File: src/rtl/alu_pkg.sv
// Shared ALU definitions: opcode encodings, default operand width and the
// packed command layout used between the command queue and the ALU stage.
package alu_pkg;

    localparam logic [1:0] OP_PASS_A = 2'b00;
    localparam logic [1:0] OP_ADD    = 2'b01;
    localparam logic [1:0] OP_SUB    = 2'b10;
    localparam logic [1:0] OP_INC    = 2'b11;

    localparam int ALU_OPW = 5;

    // Field order matches the flat {select, a, b} vector stored in the queue.
    typedef struct packed {
        logic [1:0]         select;
        logic [ALU_OPW-1:0] a;
        logic [ALU_OPW-1:0] b;
    } alu_cmd_t;

    // Bit width of one stored command for a given operand width.
    function automatic int cmd_width(input int opw);
        return 2 + 2 * opw;
    endfunction

endpackage

File: src/rtl/alu_cmd_queue_if.sv
// Producer-side and ALU-side handshake bundle for alu_cmd_queue.
// The master modport is the environment (producer + ALU); slave is the queue.
interface alu_cmd_queue_if
    import alu_pkg::*;
#(
    parameter int DEPTH = 4,
    parameter int OPW   = ALU_OPW
);

    localparam int CW = $clog2(DEPTH) + 1;

    logic           in_valid;
    logic           in_ready;
    logic [1:0]     in_select;
    logic [OPW-1:0] in_a;
    logic [OPW-1:0] in_b;

    logic           out_valid;
    logic           out_ready;
    logic [1:0]     out_select;
    logic [OPW-1:0] out_a;
    logic [OPW-1:0] out_b;

    logic [CW-1:0]  count;

    modport master (
        output in_valid, in_select, in_a, in_b, out_ready,
        input  in_ready, out_valid, out_select, out_a, out_b, count
    );

    modport slave (
        input  in_valid, in_select, in_a, in_b, out_ready,
        output in_ready, out_valid, out_select, out_a, out_b, count
    );

endinterface

File: src/rtl/alu_cmd_fifo_mem.sv
// Command storage for alu_cmd_queue: DEPTH x WIDTH register array with one
// synchronous write port and one asynchronous (combinational) read port.
module alu_cmd_fifo_mem #(
    parameter int DEPTH = 4,
    parameter int WIDTH = 12
) (
    input  logic                     clk,
    input  logic                     we_i,
    input  logic [$clog2(DEPTH)-1:0] waddr_i,
    input  logic [WIDTH-1:0]         wdata_i,
    input  logic [$clog2(DEPTH)-1:0] raddr_i,
    output logic [WIDTH-1:0]         rdata_o
);

    logic [WIDTH-1:0] mem_q [DEPTH];

    // Write the addressed entry on a push.
    // NOTE: storage has no reset; an entry is only ever read after it was written, so clearing it would just cost a reset net on every bit.
    always_ff @(posedge clk) begin
        if (we_i) begin
            mem_q[waddr_i] <= wdata_i;
        end
    end

    assign rdata_o = mem_q[raddr_i];

endmodule

File: src/rtl/alu_cmd_queue.sv
// In-order ALU command buffer: valid/ready in, valid/ready out, DEPTH entries.
// in_ready depends only on occupancy, never on out_ready.
// Optional: define ALU_CMD_QUEUE_BYPASS_EN to let a command flow straight
// through in the same cycle when the queue is empty and the ALU is ready.
module alu_cmd_queue
    import alu_pkg::*;
#(
    parameter int DEPTH = 4,
    parameter int OPW   = ALU_OPW
) (
    input  logic          clk,
    input  logic          rst_n,
    alu_cmd_queue_if.slave bus
);

    localparam int AW   = $clog2(DEPTH);
    localparam int CW   = AW + 1;
    localparam int CMDW = cmd_width(OPW);

    logic [AW-1:0]   wr_ptr_q, wr_ptr_d;
    logic [AW-1:0]   rd_ptr_q, rd_ptr_d;
    logic [CW-1:0]   count_q,  count_d;

    logic            full;
    logic            empty;
    logic            bypass;
    logic            push;
    logic            pop;
    logic [CMDW-1:0] wr_cmd;
    logic [CMDW-1:0] head_cmd;

    assign full   = (count_q == CW'(DEPTH));
    assign empty  = (count_q == '0);
    assign wr_cmd = {bus.in_select, bus.in_a, bus.in_b};

`ifdef ALU_CMD_QUEUE_BYPASS_EN
    // Empty queue with a ready ALU: hand the command over directly.
    assign bypass = empty & bus.in_valid & bus.out_ready;
`else
    assign bypass = 1'b0;
`endif

    // A bypassed command is consumed by the ALU and never occupies a slot.
    assign push = bus.in_valid & ~full & ~bypass;
    assign pop  = ~empty & bus.out_ready;

    alu_cmd_fifo_mem #(
        .DEPTH (DEPTH),
        .WIDTH (CMDW)
    ) u_mem (
        .clk     (clk),
        .we_i    (push & rst_n),
        .waddr_i (wr_ptr_q),
        .wdata_i (wr_cmd),
        .raddr_i (rd_ptr_q),
        .rdata_o (head_cmd)
    );

    // Next-state for pointers and occupancy from the push/pop decisions.
    // NOTE: every always_comb output gets a default first so no path can leave it unassigned and infer a latch.
    always_comb begin
        wr_ptr_d = wr_ptr_q;
        rd_ptr_d = rd_ptr_q;
        count_d  = count_q;
        if (push) begin
            wr_ptr_d = wr_ptr_q + AW'(1);
        end
        if (pop) begin
            rd_ptr_d = rd_ptr_q + AW'(1);
        end
        case ({push, pop})
            2'b10:   count_d = count_q + CW'(1);
            2'b01:   count_d = count_q - CW'(1);
            default: count_d = count_q;
        endcase
    end

    // State registers with synchronous reset; reset drops all queued commands.
    // NOTE: non-blocking assignments here so every register samples pre-edge values regardless of statement order.
    always_ff @(posedge clk) begin
        if (!rst_n) begin
            wr_ptr_q <= '0;
            rd_ptr_q <= '0;
            count_q  <= '0;
        end else begin
            wr_ptr_q <= wr_ptr_d;
            rd_ptr_q <= rd_ptr_d;
            count_q  <= count_d;
        end
    end

    // Handshake flags and head presentation; payload is zero when nothing is valid.
    always_comb begin
        bus.in_ready  = ~full;
        bus.count     = count_q;
        bus.out_valid = ~empty | bypass;
        {bus.out_select, bus.out_a, bus.out_b} = '0;
        if (bypass) begin
            {bus.out_select, bus.out_a, bus.out_b} = wr_cmd;
        end else if (!empty) begin
            {bus.out_select, bus.out_a, bus.out_b} = head_cmd;
        end
    end

endmodule

File: src/flat_wrapper.sv
// flat-port wrapper written by rule: the top's interface ports become plain ports
module alu_cmd_queue_flat import alu_pkg::*;
#(
    parameter int DEPTH = 4,
    parameter int OPW   = ALU_OPW
)
  (clk, rst_n, bus_in_valid, bus_in_select, bus_in_a, bus_in_b, bus_out_ready, bus_in_ready, bus_out_valid, bus_out_select, bus_out_a, bus_out_b, bus_count);
  alu_cmd_queue_if #(.DEPTH(DEPTH), .OPW(OPW)) bus_i ();
  input  logic clk;
  input  logic rst_n;
  input wire logic [$bits(bus_i.in_valid)-1:0] bus_in_valid;
  input wire logic [$bits(bus_i.in_select)-1:0] bus_in_select;
  input wire logic [$bits(bus_i.in_a)-1:0] bus_in_a;
  input wire logic [$bits(bus_i.in_b)-1:0] bus_in_b;
  input wire logic [$bits(bus_i.out_ready)-1:0] bus_out_ready;
  output wire logic [$bits(bus_i.in_ready)-1:0] bus_in_ready;
  output wire logic [$bits(bus_i.out_valid)-1:0] bus_out_valid;
  output wire logic [$bits(bus_i.out_select)-1:0] bus_out_select;
  output wire logic [$bits(bus_i.out_a)-1:0] bus_out_a;
  output wire logic [$bits(bus_i.out_b)-1:0] bus_out_b;
  output wire logic [$bits(bus_i.count)-1:0] bus_count;
  assign bus_i.in_valid = bus_in_valid;
  assign bus_i.in_select = bus_in_select;
  assign bus_i.in_a = bus_in_a;
  assign bus_i.in_b = bus_in_b;
  assign bus_i.out_ready = bus_out_ready;
  assign bus_in_ready = bus_i.in_ready;
  assign bus_out_valid = bus_i.out_valid;
  assign bus_out_select = bus_i.out_select;
  assign bus_out_a = bus_i.out_a;
  assign bus_out_b = bus_i.out_b;
  assign bus_count = bus_i.count;
  alu_cmd_queue #(.DEPTH(DEPTH), .OPW(OPW)) u_core (.clk(clk), .rst_n(rst_n), .bus(bus_i));
endmodule
File: config.mk
export PLATFORM = sky130hd
export DESIGN_NAME = alu_cmd_queue_flat
export DESIGN_NICKNAME = d
export VERILOG_FILES = /design/src/rtl/alu_pkg.sv /design/src/rtl/alu_cmd_queue_if.sv /design/src/rtl/alu_cmd_fifo_mem.sv /design/src/rtl/alu_cmd_queue.sv /design/src/flat_wrapper.sv
export SDC_FILE = /design/constraint.sdc
export NUM_CORES = 1
export LEC_CHECK = 0
export BUFFER_PORTS_ARGS = -buffer_cell sky130_fd_sc_hd__clkbuf_2
export CAP_MARGIN = 15
export CELL_PAD_IN_SITES_DETAIL_PLACEMENT = 1
export CELL_PAD_IN_SITES_GLOBAL_PLACEMENT = 1
export CORE_MARGIN = 5
export CORE_UTILIZATION = 50
export CTS_BUF_LIST = sky130_fd_sc_hd__clkbuf_2
export DETAILED_ROUTE_END_ITERATION = 8
export PLACE_DENSITY_LB_ADDON = 0.1
export RECOVER_POWER = 100
export SLEW_MARGIN = 40
export SYNTH_ARGS = -nofsm -noshare
export SYNTH_HDL_FRONTEND = slang
export SYNTH_HIERARCHICAL = 1
export SYNTH_SLANG_ARGS = --single-unit
File: constraint.sdc
create_clock -name clk -period 2.55 [get_ports clk]
set_clock_uncertainty 0.2 [all_clocks]
set_input_delay 0 -clock clk [delete_from_list [all_inputs] [get_ports clk]]
set_output_delay 0 -clock clk [all_outputs]
set_load 0.05 [all_outputs]
==> run summary <==
Antenna violations before repair - 0
Vias/cell - 5.29
Final slew viol count - 0
Synth Cell Area - 2240 um^2
Yosys reg bits - 55
Cell taking the most area after synthesis - edfxtp_1
Normalized max-slew margin - 0.272
Nets - 199
Design area - 2700 um^2
Primary FF master, synth - edfxtp_1
Final setup fails - 0
Utilization after layout - 0.621
Worst vdd ir - 0.443 mV
Avg Inst Size Synth - 18.5 um^2
Die H - 76.9 um
Port bufs - 32
Core area - 4350 um^2
Vias in the first global route - 1374
Path category of the worst min-delay check - in -> reg
Async set or reset register ratio after synthesis - 0
Number of antenna-violating nets in the routed design - 0
Clock power frac - 0.139
Starting density of the core - 0.514
Drt first pass iters - 2
Fillers - 412
Final GP Congestion - 0.696
Global-route wire length before repair - 7180 um
Total power per unit cell area - 967 nW/um^2
Worst setup EP type - flop
DR vias - 1239
CTS tree - yes
Comb power frac - 0.435
Mapped Nets - 139
Wirelength per Cell - 18.5 um
Clock Latency Late Sink - 430 ps
Clk root buf - clkbuf_2
Net Switching - 1090 uW
Number of buffer and inverter stages on the critical path - 1
Die width - 76.9 um
Worst setup SP type - flop
Pin count of the biggest net entering global routing - 20
DRC Markers - 0
Layout cells sized above 1 - 0.247
Sequential area share after synthesis - 0.707
Iter 0 DRT Violations - 92
Switching Fraction - 0.417
GRT overflow - 0
CTS H-tree depth - 2
LEAKAGE - 0.000928 uW
Top delay family on crit path - simple AND/OR/NAND/NOR gates
Sink Count - 55
EDFF count, synth - 48
Slowest CP cell - or3b_4
Status - complete, no violations
Fin. Hold Viols - 0
Dpl ws - 159 ps
CP arrival - 2610 ps
Worst-path clk slew - 300 ps
Inserted Diodes - 0
IO Count - 33
Most common cell after layout, fill and taps aside - edfxtp_1
CP Class - reg -> reg
Cells after synthesis - 121
Yosys Warn Count - 6
RSZ-0062 raised after global routing - no
Area growth syn-to-layout - 20.9%
Data required, critical path - 2740 ps
HPWL after DPL - 2930 um
Final WL - 4320 um
Number of unique standard cell types used by synthesis - 30
Setup WS post-layout - 129 ps
Fmax achieved - 0.413 GHz
Crit-path cells - or3b_4, nand2_4, ha_1, inv_1, fa_1, xor2_1, or3_1, a21boi_1
Final hold slack - 131 ps
Reg power frac - 0.427
TritonCTS Buffers - 5
Max Cap Viol - 0
Slew @ Worst Pin - 1090 ps
Die ar. - 5910 um^2
Final setup TNS - 0 ps
Int Pwr - 1520 uW
CP max FO - 5
Slowest Stage Delay on Critical Path - 440 ps
Most frequent cells in the layout - edfxtp_1, clkbuf_2, clkbuf_1
Top-area cell type share of the netlist area - 0.645
Total Routing Usage GR - 0.157
Crit share post-route - 0.950
Site Rows - 24
Crit path time final - 2420 ps
Cell Area, Placed - 2490 um^2
Top cells by area, synth - edfxtp_1, mux4_2, dfxtp_1, nor2b_1, mux4_1
Clock buffer depth - 2
## per-stage QoR
stage | power [uW] | std cells
after floorplan | 1970 | 121
after global placement | 2200 | 206
after detailed placement | 2230 | 206
after CTS | 2620 | 232
after global routing | 2760 | 234
final | 2610 | 234
## power groups by stage
stage / combinational (uW) / clock, uW / sequential [uW]
finish: 1140 / 362 / 1110
global route: 1220 / 423 / 1120
CTS: 1120 / 382 / 1120
detailed placement: 1090 / 0 / 1140
global placement: 1070 / 0 / 1130
floorplan: 803 / 0 / 1170
## path summary, 6_finish.rpt
path | from | cells past startpoint | slack [ps] | to
worst max-delay path | u_core/bus.count[1] | 8 | 130 | u_core/bus.count[2]
worst min-delay path | bus_in_a[0] | 2 | 130 | u_core/u_mem/mem_q[2][5]
worst max register to register | u_core/bus.count[1] | 8 | 130 | u_core/bus.count[2]
worst min register to register | u_core/bus.count[2] | 2 | 340 | u_core/bus.count[2]
## flip-flops by register name (all words and copies together), names as in the netlist
name                count
u_core/wr_ptr_q         2
u_core/u_mem/mem_q     48
u_core/rd_ptr_q         2
u_core/bus.count        3
## routing by layer
metal  vias to the layer above  part of all wire  GRT usage
li1                        586                 -          -
met3                         4             0.034     0.0386
met1                       629              0.42      0.183
met4                         0            0.0051     0.0472
met5                         -                 0          0
met2                        20              0.54      0.284
## cells in the mapped netlist (2+ instances only)
master,count
o21ai_0,3
inv_1,4
mux2i_1,2
or3_1,2
nand2_1,5
and3_1,2
and2_1,2
mux4_1,2
mux4_2,10
dfxtp_1,7
and3b_1,2
nor2b_1,13
edfxtp_1,48
a21boi_1,2
nand2b_1,2
## timing repair
action | CTS | global route
hold endpoints to repair | 55 | 0
hold buffers | 18 | 0
buffers inserted | 0 | 2
setup endpoints to repair | 0 | 1
resized for setup | 0 | 1
## logic make-up after synthesis
| kind of cell | Yosys count | synth area share |
|---|---|---|
| flip-flops | 55 | 0.707 |
| buffers and inverters | 8 | 0.0190 |
| AO/OA/AOI/OAI | 6 | 0.0157 |
| AND/OR/NAND/NOR | 34 | 0.102 |
| adder cells (fa/ha/maj) | 2 | 0.0145 |
| multiplexers | 14 | 0.133 |
| XOR/XNOR | 2 | 0.00784 |
## area by class of cell
type,instances,area [um^2],area share
clock buffer,5,25.0,0.00926
clock inverter,3,28.8,0.0106
inverter,4,15.0,0.00556
multi-input combinational,58,617,0.228
sequential,55,1590,0.587
tap,52,65.1,0.0241
timing repair buffer,57,364,0.135
No activity file was read; power rests on OpenSTA's default activity.
